<file path="config.mk">
export PLATFORM = sky130hd
export DESIGN_NAME = wb_post_wr_buf
export DESIGN_NICKNAME = d
export VERILOG_FILES = /design/src/rtl/wb_post_wr_buf.sv
export SDC_FILE = /design/constraint.sdc
export NUM_CORES = 1
export LEC_CHECK = 0
export BUFFER_PORTS_ARGS = -buffer_cell sky130_fd_sc_hd__buf_2
export CORE_MARGIN = 10
export CORE_UTILIZATION = 35
export DETAILED_ROUTE_END_ITERATION = 10
export SETUP_SLACK_MARGIN = 0.3
export SYNTH_ARGS = -nofsm -noshare
export SYNTH_HDL_FRONTEND = slang
export SYNTH_SLANG_ARGS = --single-unit
export TNS_END_PERCENT = 5
</file>
<file path="constraint.sdc">
create_clock -name clk_i -period 3.9 [get_ports clk_i]
set_input_delay 1.17 -clock clk_i [delete_from_list [all_inputs] [get_ports clk_i]]
set_output_delay 1.17 -clock clk_i [all_outputs]
set_load 0.01 [all_outputs]
</file>
<file path="src/rtl/wb_post_wr_buf.sv">
// wb_post_wr_buf: Wishbone posted-write buffer placed in front of a RAM slave.
// Upstream writes are acked as soon as they land in a small FIFO. They are
// then replayed downstream in order. An upstream read waits until the FIFO
// has drained and the downstream side is idle, so it always observes every
// earlier write.
// Optional status ports level_o / ovf_stall_o: define WB_POST_WR_BUF_STATUS_EN.
// depth_log2 must be at least 1.
module wb_post_wr_buf #(
  parameter int adr_width  = 12,
  parameter int depth_log2 = 2
) (
  input  logic                 clk_i,
  input  logic                 rst_i,
  // upstream slave side
  input  logic [31:0]          s_dat_i,
  output logic [31:0]          s_dat_o,
  input  logic [adr_width-1:2] s_adr_i,
  input  logic                 s_we_i,
  input  logic [3:0]           s_sel_i,
  input  logic                 s_cyc_i,
  input  logic                 s_stb_i,
  input  logic [2:0]           s_cti_i,
  output logic                 s_ack_o,
  // downstream master side
  output logic [31:0]          m_dat_o,
  input  logic [31:0]          m_dat_i,
  output logic [adr_width-1:2] m_adr_o,
  output logic                 m_we_o,
  output logic [3:0]           m_sel_o,
  output logic                 m_cyc_o,
  output logic                 m_stb_o,
  output logic [2:0]           m_cti_o,
  input  logic                 m_ack_i
`ifdef WB_POST_WR_BUF_STATUS_EN
  ,
  output logic [depth_log2:0]  level_o,
  output logic                 ovf_stall_o
`endif
);

  localparam int DEPTH = 2 ** depth_log2;
  localparam logic [depth_log2-1:0] PTR_ZERO = {depth_log2{1'b0}};
  localparam logic [depth_log2-1:0] PTR_ONE  = {{(depth_log2-1){1'b0}}, 1'b1};
  localparam logic [depth_log2:0]   CNT_ZERO = {(depth_log2+1){1'b0}};
  localparam logic [depth_log2:0]   CNT_ONE  = {{depth_log2{1'b0}}, 1'b1};

  typedef enum logic [1:0] {
    ST_IDLE = 2'b00,
    ST_WR   = 2'b01,
    ST_RD   = 2'b10
  } state_t;

  state_t                state_r;
  logic [adr_width-1:2]  adr_mem [DEPTH];
  logic [3:0]            sel_mem [DEPTH];
  logic [31:0]           dat_mem [DEPTH];
  logic [depth_log2-1:0] wptr_r;
  logic [depth_log2-1:0] rptr_r;
  logic [depth_log2:0]   count_r;
  logic                  rd_live_r;

  logic full_s;
  logic empty_s;
  logic rd_hold_s;
  logic wr_req_s;
  logic rd_req_s;
  logic push_s;
  logic pop_s;
  logic rd_done_s;
  logic rd_fwd_s;

  // Cycle type tags carry no meaning for a single-beat RAM bridge.
  logic unused_cti_s;
  assign unused_cti_s = ^s_cti_i;

  // The count saturates at exactly DEPTH, so its top bit alone flags full.
  assign full_s    = count_r[depth_log2];
  assign empty_s   = (count_r == CNT_ZERO);
  // An upstream read is still being presented (used to detect abandonment).
  assign rd_hold_s = s_cyc_i & s_stb_i & ~s_we_i;
  // The ack cycle itself never starts a new transfer: one strobe, one push.
  assign wr_req_s  = s_cyc_i & s_stb_i & s_we_i & ~s_ack_o;
  assign rd_req_s  = rd_hold_s & ~s_ack_o;
  assign push_s    = wr_req_s & ~full_s;
  assign pop_s     = (state_r == ST_WR) & m_ack_i;
  assign rd_done_s = (state_r == ST_RD) & m_ack_i;
  // Only forward read data if the requester stayed on the bus throughout.
  assign rd_fwd_s  = rd_done_s & rd_live_r & rd_hold_s;

  assign m_cti_o   = 3'b000;

`ifdef WB_POST_WR_BUF_STATUS_EN
  // count_r is already a register, so level_o is a registered occupancy.
  assign level_o     = count_r;
  // Flags every cycle a presented write is held back by a full FIFO.
  assign ovf_stall_o = wr_req_s & full_s;
`endif

  // FIFO bookkeeping: pointers wrap at 2**depth_log2, count tracks occupancy.
  always_ff @(posedge clk_i) begin
    if (!rst_i) begin
      wptr_r  <= PTR_ZERO;
      rptr_r  <= PTR_ZERO;
      count_r <= CNT_ZERO;
    end else begin
      if (push_s) wptr_r <= wptr_r + PTR_ONE;
      if (pop_s)  rptr_r <= rptr_r + PTR_ONE;
      case ({push_s, pop_s})
        2'b10:   count_r <= count_r + CNT_ONE;
        2'b01:   count_r <= count_r - CNT_ONE;
        default: count_r <= count_r;
      endcase
    end
  end

  // FIFO storage; entries are only read while valid, so they need no reset.
  always_ff @(posedge clk_i) begin
    if (push_s) begin
      adr_mem[wptr_r] <= s_adr_i;
      sel_mem[wptr_r] <= s_sel_i;
      dat_mem[wptr_r] <= s_dat_i;
    end
  end

  // Upstream response: one-cycle ack for accepted writes and forwarded reads.
  always_ff @(posedge clk_i) begin
    if (!rst_i) begin
      s_ack_o <= 1'b0;
      s_dat_o <= 32'h0000_0000;
    end else begin
      s_ack_o <= push_s | rd_fwd_s;
      if (rd_done_s) s_dat_o <= m_dat_i;
    end
  end

  // Downstream sequencer: drains the FIFO first, then issues a waiting read.
  always_ff @(posedge clk_i) begin
    if (!rst_i) begin
      state_r   <= ST_IDLE;
      m_cyc_o   <= 1'b0;
      m_stb_o   <= 1'b0;
      m_we_o    <= 1'b0;
      m_adr_o   <= {(adr_width-2){1'b0}};
      m_sel_o   <= 4'h0;
      m_dat_o   <= 32'h0000_0000;
      rd_live_r <= 1'b0;
    end else begin
      case (state_r)
        ST_IDLE: begin
          if (!empty_s) begin
            state_r <= ST_WR;
            m_cyc_o <= 1'b1;
            m_stb_o <= 1'b1;
            m_we_o  <= 1'b1;
            m_adr_o <= adr_mem[rptr_r];
            m_sel_o <= sel_mem[rptr_r];
            m_dat_o <= dat_mem[rptr_r];
          end else if (rd_req_s) begin
            state_r   <= ST_RD;
            m_cyc_o   <= 1'b1;
            m_stb_o   <= 1'b1;
            m_we_o    <= 1'b0;
            m_adr_o   <= s_adr_i;
            m_sel_o   <= s_sel_i;
            rd_live_r <= 1'b1;
          end
        end
        ST_WR: begin
          if (m_ack_i) begin
            state_r <= ST_IDLE;
            m_cyc_o <= 1'b0;
            m_stb_o <= 1'b0;
            m_we_o  <= 1'b0;
          end
        end
        ST_RD: begin
          if (m_ack_i) begin
            state_r   <= ST_IDLE;
            m_cyc_o   <= 1'b0;
            m_stb_o   <= 1'b0;
            rd_live_r <= 1'b0;
          end else if (!rd_hold_s) begin
            // Requester walked away: finish downstream but drop the result.
            rd_live_r <= 1'b0;
          end
        end
        default: begin
          state_r   <= ST_IDLE;
          m_cyc_o   <= 1'b0;
          m_stb_o   <= 1'b0;
          m_we_o    <= 1'b0;
          rd_live_r <= 1'b0;
        end
      endcase
    end
  end

endmodule

</file>
==> impl_metrics.yaml <==
outcome:
  run_status: "completed"
placement:
  dp.cells: 1214
  numPortBuffers: 165
  placed_area_um2: 11400
  hpwlAfterDp_mm: 14.4
  routabilityCongestion: 0.710
clock_tree:
  postCtsSetupRepairBufs: 0
  cts_hold_buf: 0
  clock_path_buffers: 3
  root_buffer: "clkbuf_16"
  clkLatencyLatePin_ps: 540
  cts_buffers: 29
  cts_sinks: 277
  cts.clk_slew.worst_paths_ps: 60
  post_cts_resized: 0
  htreeDepth: 1
  cts_tree: "yes"
power_and_ir_drop:
  peakVddDrop_uv: 358
  pwr_density_cell_nw_per_um2: 530
  pwr-share-clk: 0.396
  p_sw_frac: 0.234
  pwr-share-seq: 0.506
  p_sw_mw: 1.53
  p_leak_nw: 4.40
  power.internal_mw: 5.02
  comb_power_share: 0.098
timing:
  fin_crit_sh: 0.652
  whs_ps: 449
  setup_tns_ps: 0
  hold_viol: 0
  rsz0062_at_grt: "no"
  fmax_mhz: 393
  slew_violations: 0
  period_minus_slack_ps: 2540
  fin_skew_ps: 15.2
  worst_pin_slew_ps: 1070
  final-setup-viol-count: 0
  maxSlewHeadroom: 0.287
final_layout:
  fin_nets: 957
  diodes: 0
  instances_no_fill: 1268
  area_growth_pct: 20.9
  drive_gt1_frac: 0.314
  fin_util: 0.429
  final_area_um2: 12400
worst_setup_path:
  r2r_end: "count_r[2]"
  r2r_cells: 9
  crit_start: "s_stb_i"
  crit_path_cell_trace: "buf_2 > nand4b_1 > nor2_1 > inv_1 > ha_1 > inv_1 > fa_1 > xor2_1 > or3_1 > a21oi_1"
  slowest_delay_ps: 470
  r2r_slack_ps: 1720
  arrival_ps: 3010
  required_ps: 4370
  critical_path_class: "input port to register"
  critPathMaxFanout: 7
  crit_path_end_kind: "register"
  crit_slowest_cell: "nor2_1"
  cpMostUsedCell: "inv_1"
  cp_top_family: "simple AND/OR/NAND/NOR gates"
  r2r_start: "s_ack_o"
  endpoint: "count_r[2]"
  crit_path_start_kind: "input port"
  cp.depth: 10
  critPathBufInv: 3
drt:
  drt_iter0_markers: 240
  dr.pass1.iters: 4
  vias: 5977
  drc: 0
  detail_route.wl_per_cell_um: 17.7
  vias_per_cell: 4.71
  routed_wl_mm: 22.4
  ant_nets: 0
logic_synthesis:
  synth_area_leaders: "edfxtp_1 54%, dfxtp_1 18%, mux4_2 10%"
  synth_edf_count: 184
  synthCells: 691
  yosysTopAreaCell: "edfxtp_1"
  yosys_warnings: 0
  synth-async-reset-ratio: 0
  syn_area_per_cell_um2: 14.8
  synth_cell_types: 38
  synth_top_area_frac: 0.541
  ys_seq_area_frac: 0.723
  syn-cell-area_um2: 10200
  ys_ff_latch: 277
  synth-main-ff-cell: "edfxtp_1"
die:
  die_height_um: 191
  rows: 62
  io_pins: 172
  initial_core_util: 0.355
  core_area_um2: 28800
  dieArea_um2: 36400
  die_w_um: 191
hold_path:
  hp-class: "register to register"
grt:
  grt_pass1_vias: 6135
  track_usage: 0.120
  grt_max_degree: 34
  antenna_found_initial: 4
  grt_pass1_wl_mm: 34.8
  overflow: 0
job:
  drv_cap: 0
==> per-stage QoR <==
stage	power [mW]	worst slack, ps
finish	6.55	1360
global route	6.84	1190
CTS	6.66	1370
floorplan	3.78	777
global placement	4.03	819
detailed placement	4.04	807
==> routing by layer <==
metal / global-route usage / wire, um / up-vias
li1: - / - / 2865
met1: 0.151 / 9340 / 2911
met2: 0.201 / 10800 / 154
met3: 0.0353 / 1750 / 41
met4: 0.0273 / 434 / 6
met5: 0 / 46 / -
==> cell families (layout without fill, tap and decap cells) <==
| logic type | count (synthesis) | after routing | synth area share |
|---|---|---|---|
| AOI/OAI and AO/OA | 109 | 109 | 0.0580 |
| xor gates and xnor gates | 5 | 5 | 0.00429 |
| adders and majority gates | 9 | 9 | 0.0118 |
| buffers and inverters | 56 | 247 | 0.0264 |
| DFF | 277 | 277 | 0.723 |
| muxes | 47 | 47 | 0.102 |
| other | 1 | 3 | 0.000367 |
| and+or+nand+nor | 187 | 187 | 0.0737 |
==> power groups by stage <==
| stage | Sequential [mW] | Combinational, mW | Clock (mW) |
|---|---|---|---|
| after floorplan | 3.40 | 0.381 | 0 |
| after global placement | 3.38 | 0.653 | 0 |
| after detailed placement | 3.38 | 0.660 | 0 |
| after CTS | 3.32 | 0.662 | 2.68 |
| after global routing | 3.33 | 0.721 | 2.79 |
| final | 3.32 | 0.640 | 2.59 |
==> worst min path at each step <==
stage           startpoint           to  slack (ps)  depth (start not counted)
4_1_cts         m_dat_o[0]   m_dat_o[0]         450                          2
6_report       s_dat_o[25]  s_dat_o[25]         450                          2
3_5_place_dp    m_dat_o[0]   m_dat_o[0]         440                          2
3_3_place_gp   s_dat_o[14]  s_dat_o[14]         440                          2
2_1_floorplan    rd_live_r      s_ack_o         450                          2
5_1_grt        m_dat_o[18]  m_dat_o[18]         470                          2
==> layout make-up <==
class                      instances  area [um^2]
multi-input combinational        360         2580
inverter                          13         48.8
timing repair buffer             180          951
tap                              384          480
clock buffer                      43          818
fill                            2645        16400
clock inverter                    11         86.3
sequential                       277         7390
==> state kept, by name, indices dropped and copies added, names as in the netlist, named ones only <==
signal     count
m_stb_o        1
m_we_o         1
rptr_r         2
sel_mem       16
m_adr_o       10
dat_mem      128
m_dat_o       32
wptr_r         2
adr_mem       40
m_sel_o        4
rd_live_r      1
s_ack_o        1
s_dat_o       32
state_r        2
count_r        3
==> worst min-delay path, stage by stage (launching register included) <==
cell and delay [ps]:
dfxtp_1 300, nand2_1 50, a21oi_1 50
==> placed cells by master (no fill, tap or decap), types with 2 or more instances in the layout <==
cell type / netlist / final
o21ai_0: 12 / 12
clkinv_2: 0 / 3
or3_1: 2 / 2
nor2_1: 11 / 10
ha_1: 8 / 8
buf_4: 7 / 14
mux4_2: 46 / 46
xor2_1: 3 / 3
xnor2_1: 2 / 2
buf_2: 9 / 165
a31oi_1: 15 / 15
and2_2: 0 / 4
nand2_1: 161 / 161
a211oi_1: 2 / 2
conb_1: 1 / 3
dfxtp_2: 0 / 2
o21ai_1: 5 / 5
clkbuf_8: 0 / 4
a21oi_1: 69 / 69
and2_1: 6 / 2
clkbuf_1: 20 / 10
dfxtp_1: 93 / 91
clkbuf_16: 0 / 29
clkinv_4: 0 / 2
clkinv_1: 1 / 4
inv_1: 12 / 12
edfxtp_1: 184 / 184
==> cell usage after synthesis (2+ instances only) <==
cell,count
o21ai_1,5
a21oi_1,69
edfxtp_1,184
and2_1,6
buf_4,7
clkbuf_1,20
nand2_1,161
o21ai_0,12
dfxtp_1,93
mux4_2,46
xnor2_1,2
ha_1,8
a31oi_1,15
xor2_1,3
buf_1,4
nor2_1,11
buf_6,3
or3_1,2
inv_1,12
a211oi_1,2
buf_2,9
Power figures use the tool's default switching activity.
